==> config.mk <==
export PLATFORM = sky130hd
export DESIGN_NAME = rv_regfile_mp
export DESIGN_NICKNAME = d
export VERILOG_FILES = /design/src/rtl/rv_regfile_mp.sv
export SDC_FILE = /design/constraint.sdc
export NUM_CORES = 2
export LEC_CHECK = 0
export ABC_CLOCK_PERIOD_IN_PS = 28800
export BUFFER_PORTS_ARGS = -buffer_cell sky130_fd_sc_hd__buf_2
export CAP_MARGIN = 5
export CORE_MARGIN = 8
export CORE_UTILIZATION = 57
export CTS_CLUSTER_SIZE = 16
export DETAILED_ROUTE_END_ITERATION = 8
export PLACE_DENSITY = 0.77
export SLEW_MARGIN = 25
export SYNTH_ARGS = -nofsm -noshare
export SYNTH_HDL_FRONTEND = slang
export SYNTH_SLANG_ARGS = --single-unit
==> constraint.sdc <==
create_clock -name clk -period 28.8 [get_ports clk]
set_input_delay 1.44 -clock clk [delete_from_list [all_inputs] [get_ports clk]]
set_output_delay 1.44 -clock clk [all_outputs]
set_load 0.01 [all_outputs]
==> src/rtl/rv_regfile_mp.sv <==
// Multi-port integer register file with issue scoreboard.
// x0 reads zero and is never busy; highest-index write port wins.
module rv_regfile_mp #(
  parameter int XLEN   = 32,
  parameter int ADDR_W = 5,
  parameter int NR     = 2,
  parameter int NW     = 1,
  parameter int BYPASS = 1
) (
  input  logic                   clk,
  input  logic                   rst,
  input  logic [NW-1:0]          wen,
  input  logic [NW*ADDR_W-1:0]   waddr,
  input  logic [NW*XLEN-1:0]     wdata,
  input  logic [NR*ADDR_W-1:0]   raddr,
  output logic [NR*XLEN-1:0]     rdata,
  output logic [NR-1:0]          rready,
  input  logic                   set_busy,
  input  logic [ADDR_W-1:0]      busy_addr,
  output logic [2**ADDR_W-1:0]   busy_vec,
  output logic                   wr_conflict
);

  localparam int DEPTH = 2**ADDR_W;

  logic [XLEN-1:0]  regs_q [DEPTH];
  logic [DEPTH-1:0] busy_q, busy_d;
  logic             conf_q, conf_d;

  logic [NW-1:0]    wact;
  logic [ADDR_W-1:0] wa [NW];
  logic [XLEN-1:0]   wd [NW];

  always_comb begin
    for (int i = 0; i < NW; i++) begin
      wa[i]   = waddr[i*ADDR_W +: ADDR_W];
      wd[i]   = wdata[i*XLEN +: XLEN];
      wact[i] = wen[i] && (wa[i] != '0);
    end
  end

  // Ascending scan: a later (higher) port overrides earlier matches.
  always_comb begin
    logic [ADDR_W-1:0] ra;
    logic              hit;
    logic [XLEN-1:0]   fwd;
    rdata  = '0;
    rready = '0;
    for (int j = 0; j < NR; j++) begin
      ra  = raddr[j*ADDR_W +: ADDR_W];
      hit = 1'b0;
      fwd = '0;
      for (int i = 0; i < NW; i++) begin
        if (wact[i] && wa[i] == ra) begin
          hit = 1'b1;
          fwd = wd[i];
        end
      end
      if (ra == '0) begin
        rdata[j*XLEN +: XLEN] = '0;
        rready[j]             = 1'b1;
      end else begin
        if (BYPASS != 0 && hit)
          rdata[j*XLEN +: XLEN] = fwd;
        else
          rdata[j*XLEN +: XLEN] = regs_q[ra];
        rready[j] = !busy_q[ra] || (BYPASS != 0 && hit);
      end
    end
  end

  // Set is applied after clear so a new producer replaces the old one.
  always_comb begin
    busy_d = busy_q;
    for (int i = 0; i < NW; i++)
      if (wact[i]) busy_d[wa[i]] = 1'b0;
    if (set_busy && busy_addr != '0)
      busy_d[busy_addr] = 1'b1;
    busy_d[0] = 1'b0;
  end

  always_comb begin
    conf_d = 1'b0;
    for (int i = 0; i < NW; i++)
      for (int m = i + 1; m < NW; m++)
        if (wact[i] && wact[m] && wa[i] == wa[m])
          conf_d = 1'b1;
  end

  always_ff @(posedge clk or posedge rst) begin
    if (rst) begin
      for (int k = 0; k < DEPTH; k++)
        regs_q[k] <= '0;
      busy_q <= '0;
      conf_q <= 1'b0;
    end else begin
      for (int i = 0; i < NW; i++)
        if (wact[i]) regs_q[wa[i]] <= wd[i];
      busy_q <= busy_d;
      conf_q <= conf_d;
    end
  end

  assign busy_vec    = busy_q;
  assign wr_conflict = conf_q;

endmodule

==> results.py <==
metrics = {
    "worst_setup_path": {
        "critPathBufInv": 5,
        "criticalPathCategory": "in -> out",
        "crit_required_ns": 27.36,
        "cpMostUsedCell": "buf_4",
        "critPathTopFamily": "buffers and inverters",
        "path_max_fanout": 78,
        "cp_cell_sequence": "buf_8 -> buf_4 -> buf_4 -> buf_4 -> mux4_2 -> nor2b_1 -> a211oi_1 -> a211oi_1 -> a221o_1 -> buf_2",
        "critical_path.max_stage_delay_ns": 0.74,
        "timing.rr.start": "regs_q[528]",
        "crit_slowest_cell": "buf_4",
        "startpoint_type": "primary input",
        "end_kind": "primary output",
        "critPathArrivalTime_ns": 5.92,
        "cp-startpoint": "raddr[0]",
    },
    "place": {
        "dp_hpwl_microns": 105700,
        "place_inst": 5000,
        "portBuffers": 152,
        "gp_congestion": 0.8866,
    },
    "clock_network": {
        "htreeDepth": 3,
        "cts_resized": 0,
        "numClockSinks": 1055,
        "clk_path_buf_depth": 3,
        "clkLatencyLatePin_ns": 0.68,
        "cts_root_buf": "clkbuf_16",
        "hold_buffers": 0,
        "cts_tree": "done",
        "path_clk_slew_ns": 0.06,
        "post_cts_buffers": 0,
        "numCtsBuffers": 110,
    },
    "routing": {
        "drt_iter0_markers": 5149,
        "wirelength_microns": 185600,
        "drc": 0,
        "drt-wirelength-per-cell_microns": 35.55,
        "vias": 38834,
        "first_pass_iters": 5,
        "vias_per_cell": 7.438,
        "drtAntennaViolNets": 0,
    },
    "logic_synthesis": {
        "syn_area_per_cell_sq_um": 14.56,
        "yosys-top-cells-count": "1055 x dfrtp_1, 994 x mux2_2, 440 x mux4_2",
        "ys_types": 54,
        "synth_top_area_share_pct": 46.47,
        "synth_ff_type": "dfrtp_1",
        "synth.yosys.seq_area_share_pct": 46.47,
        "synth_seq_cells": 1055,
        "synthCells": 3901,
        "async_reset_ff_share_pct": 100.0,
        "synth_area_leaders": "dfrtp_1 46%, mux2_2 20%, mux4_2 17%",
        "synth-edff-count": 0,
        "yosys_warnings": 0,
        "yosysMostFrequentCell": "dfrtp_1",
        "yosys.area.top_type": "dfrtp_1",
        "netlist_area_sq_um": 56810,
    },
    "power_and_ir_drop": {
        "p_per_area_nw_per_um2": 71.22,
        "swShare_pct": 27.84,
        "cellLeakagePower_uw": 0.02700,
        "cell_internal_pwr_uw": 3196,
        "pwr-share-comb_pct": 20.9,
        "ir_worst_vdd_v": 0.00006186,
        "pwr-share-seq_pct": 44.8,
        "power_switching_uw": 1233,
        "finalPower_uw": 4429,
        "p_clk_share_pct": 34.2,
    },
    "timing": {
        "worst_pin_slew_ns": 1.293,
        "relSlewSlack_pct": 12.68,
        "min_period_ns": 7.363,
        "fmax_ghz": 0.1358,
        "finalHoldViolCount": 0,
        "setup_viol": 0,
        "drv_slew": 0,
        "whs_ns": 0.3970,
        "rsz0062_at_grt": "no",
        "period_share_pct": 25.57,
        "finalSetupTns_ns": 0,
        "clock-skew-final_ns": 0,
    },
    "outcome": {
        "outcome": "completed",
    },
    "global_routing": {
        "grt-ovfl-total": 0,
        "grt_pass1_vias": 39185,
        "grt_usage_pct": 33.16,
        "grt_pass1_wl_microns": 272200,
        "grt_max_degree": 179,
        "antenna_found_initial": 21,
    },
    "flow_run": {
        "drv_cap": 0,
    },
    "die": {
        "die_w_microns": 331.7,
        "start_util_pct": 57.14,
        "ioPinCount": 155,
        "rows": 116,
        "dieArea_sq_um": 110000,
        "coreArea_sq_um": 99420,
        "die_h_microns": 331.7,
    },
    "cells_and_area": {
        "layout.cells.non_filler": 5221,
        "final_util_pct": 62.55,
        "area_growth_pct": 9.475,
        "drive_above_1_share_pct": 48.99,
        "fillers": 7142,
        "finalNetCount": 3873,
    },
    "worst_hold_path": {
        "hp-class": "reg -> reg",
        "hp-start": "regs_q[1022]",
    },
}
[logic make-up (layout without fill, tap and decap cells)]
family,after synthesis,after routing,share of synthesized area (%)
buffers and inverters,450,459,3.553
and+or+nand+nor,236,236,2.163
AOI/OAI and AO/OA,471,471,6.202
DFF,1055,1055,46.47
other,1,14,0.006601
muxes,1678,1678,41.45
xor gates and xnor gates,10,10,0.1542
[metal layers]
| metal | up-vias | track usage, % | wire length, microns |
|---|---|---|---|
| met5 | - | 0.7086 | 161 |
| met4 | 10 | 14.53 | 9041 |
| li1 | 14992 | - | - |
| met2 | 2663 | 48.35 | 81510 |
| met3 | 555 | 12.27 | 25270 |
| met1 | 20614 | 44.56 | 69610 |
[power groups by stage]
stage / Clock [uW] / Combinational [uW] / Sequential, uW
6_report: 1520 / 927 / 1990
5_1_grt: 1590 / 983 / 2020
4_1_cts: 1530 / 918 / 1970
3_5_place_dp: 0 / 913 / 2000
3_3_place_gp: 0 / 890 / 1980
2_1_floorplan: 0 / 705 / 1940
[stage by stage]
stage,setup WS (ns),area (sq um)
after floorplan,12.81,56810
after global placement,21.40,58210
after detailed placement,21.39,58230
after CTS,21.39,62070
after global routing,21.13,62160
final,21.44,62190
[sequential cells by signal, indices dropped and copies added, names as in the netlist]
| signal | cells |
|---|---|
| busy_vec | 31 |
| regs_q | 1024 |
[placed cells by master (no fill, tap or decap), types with 5 or more instances in the layout]
cell,instances
nor3b_1,7
a221oi_1,41
nand3_1,8
diode_2,12
nor2_4,19
o41ai_1,5
nand2_1,50
a221o_1,58
o21ai_0,48
clkinv_2,24
nor2b_1,60
buf_4,92
a22oi_1,57
a22o_1,23
a32o_1,26
a21oi_1,76
clkbuf_1,24
a211oi_1,68
xnor2_1,7
mux4_2,440
bufinv_16,13
nand2_2,15
mux2_2,994
o22ai_1,23
nor2_1,27
dfrtp_1,1055
o221ai_1,18
mux2i_1,244
nand2b_1,16
clkbuf_16,113
a2111oi_0,5
clkbuf_8,28
o21bai_1,12
nor3_1,5
buf_2,144
nand3b_1,6
[final timing paths]
check	end	slack (ns)	depth (start not counted)
max in group asynchronous	regs_q[917]	24.57	6
min	regs_q[1022]	0.40	0
max	rdata[15]	21.44	10
max reg2reg	regs_q[528]	27.99	1
min reg2reg	regs_q[1022]	0.40	0
min in group asynchronous	regs_q[521]	0.89	2
[layout make-up]
class                      instances  area (sq um)  share of cell area [%]
clock buffer                     164          3289                   5.289
multi-input combinational       2397         28630                   46.04
sequential                      1055         26400                   42.45
antenna                           12         30.03                 0.04829
clock inverter                    42         554.3                  0.8913
tap                             1298          1624                   2.611
inverter                           4         18.77                 0.03018
timing repair buffer             249          1642                   2.640
Power figures use the tool's default switching activity.
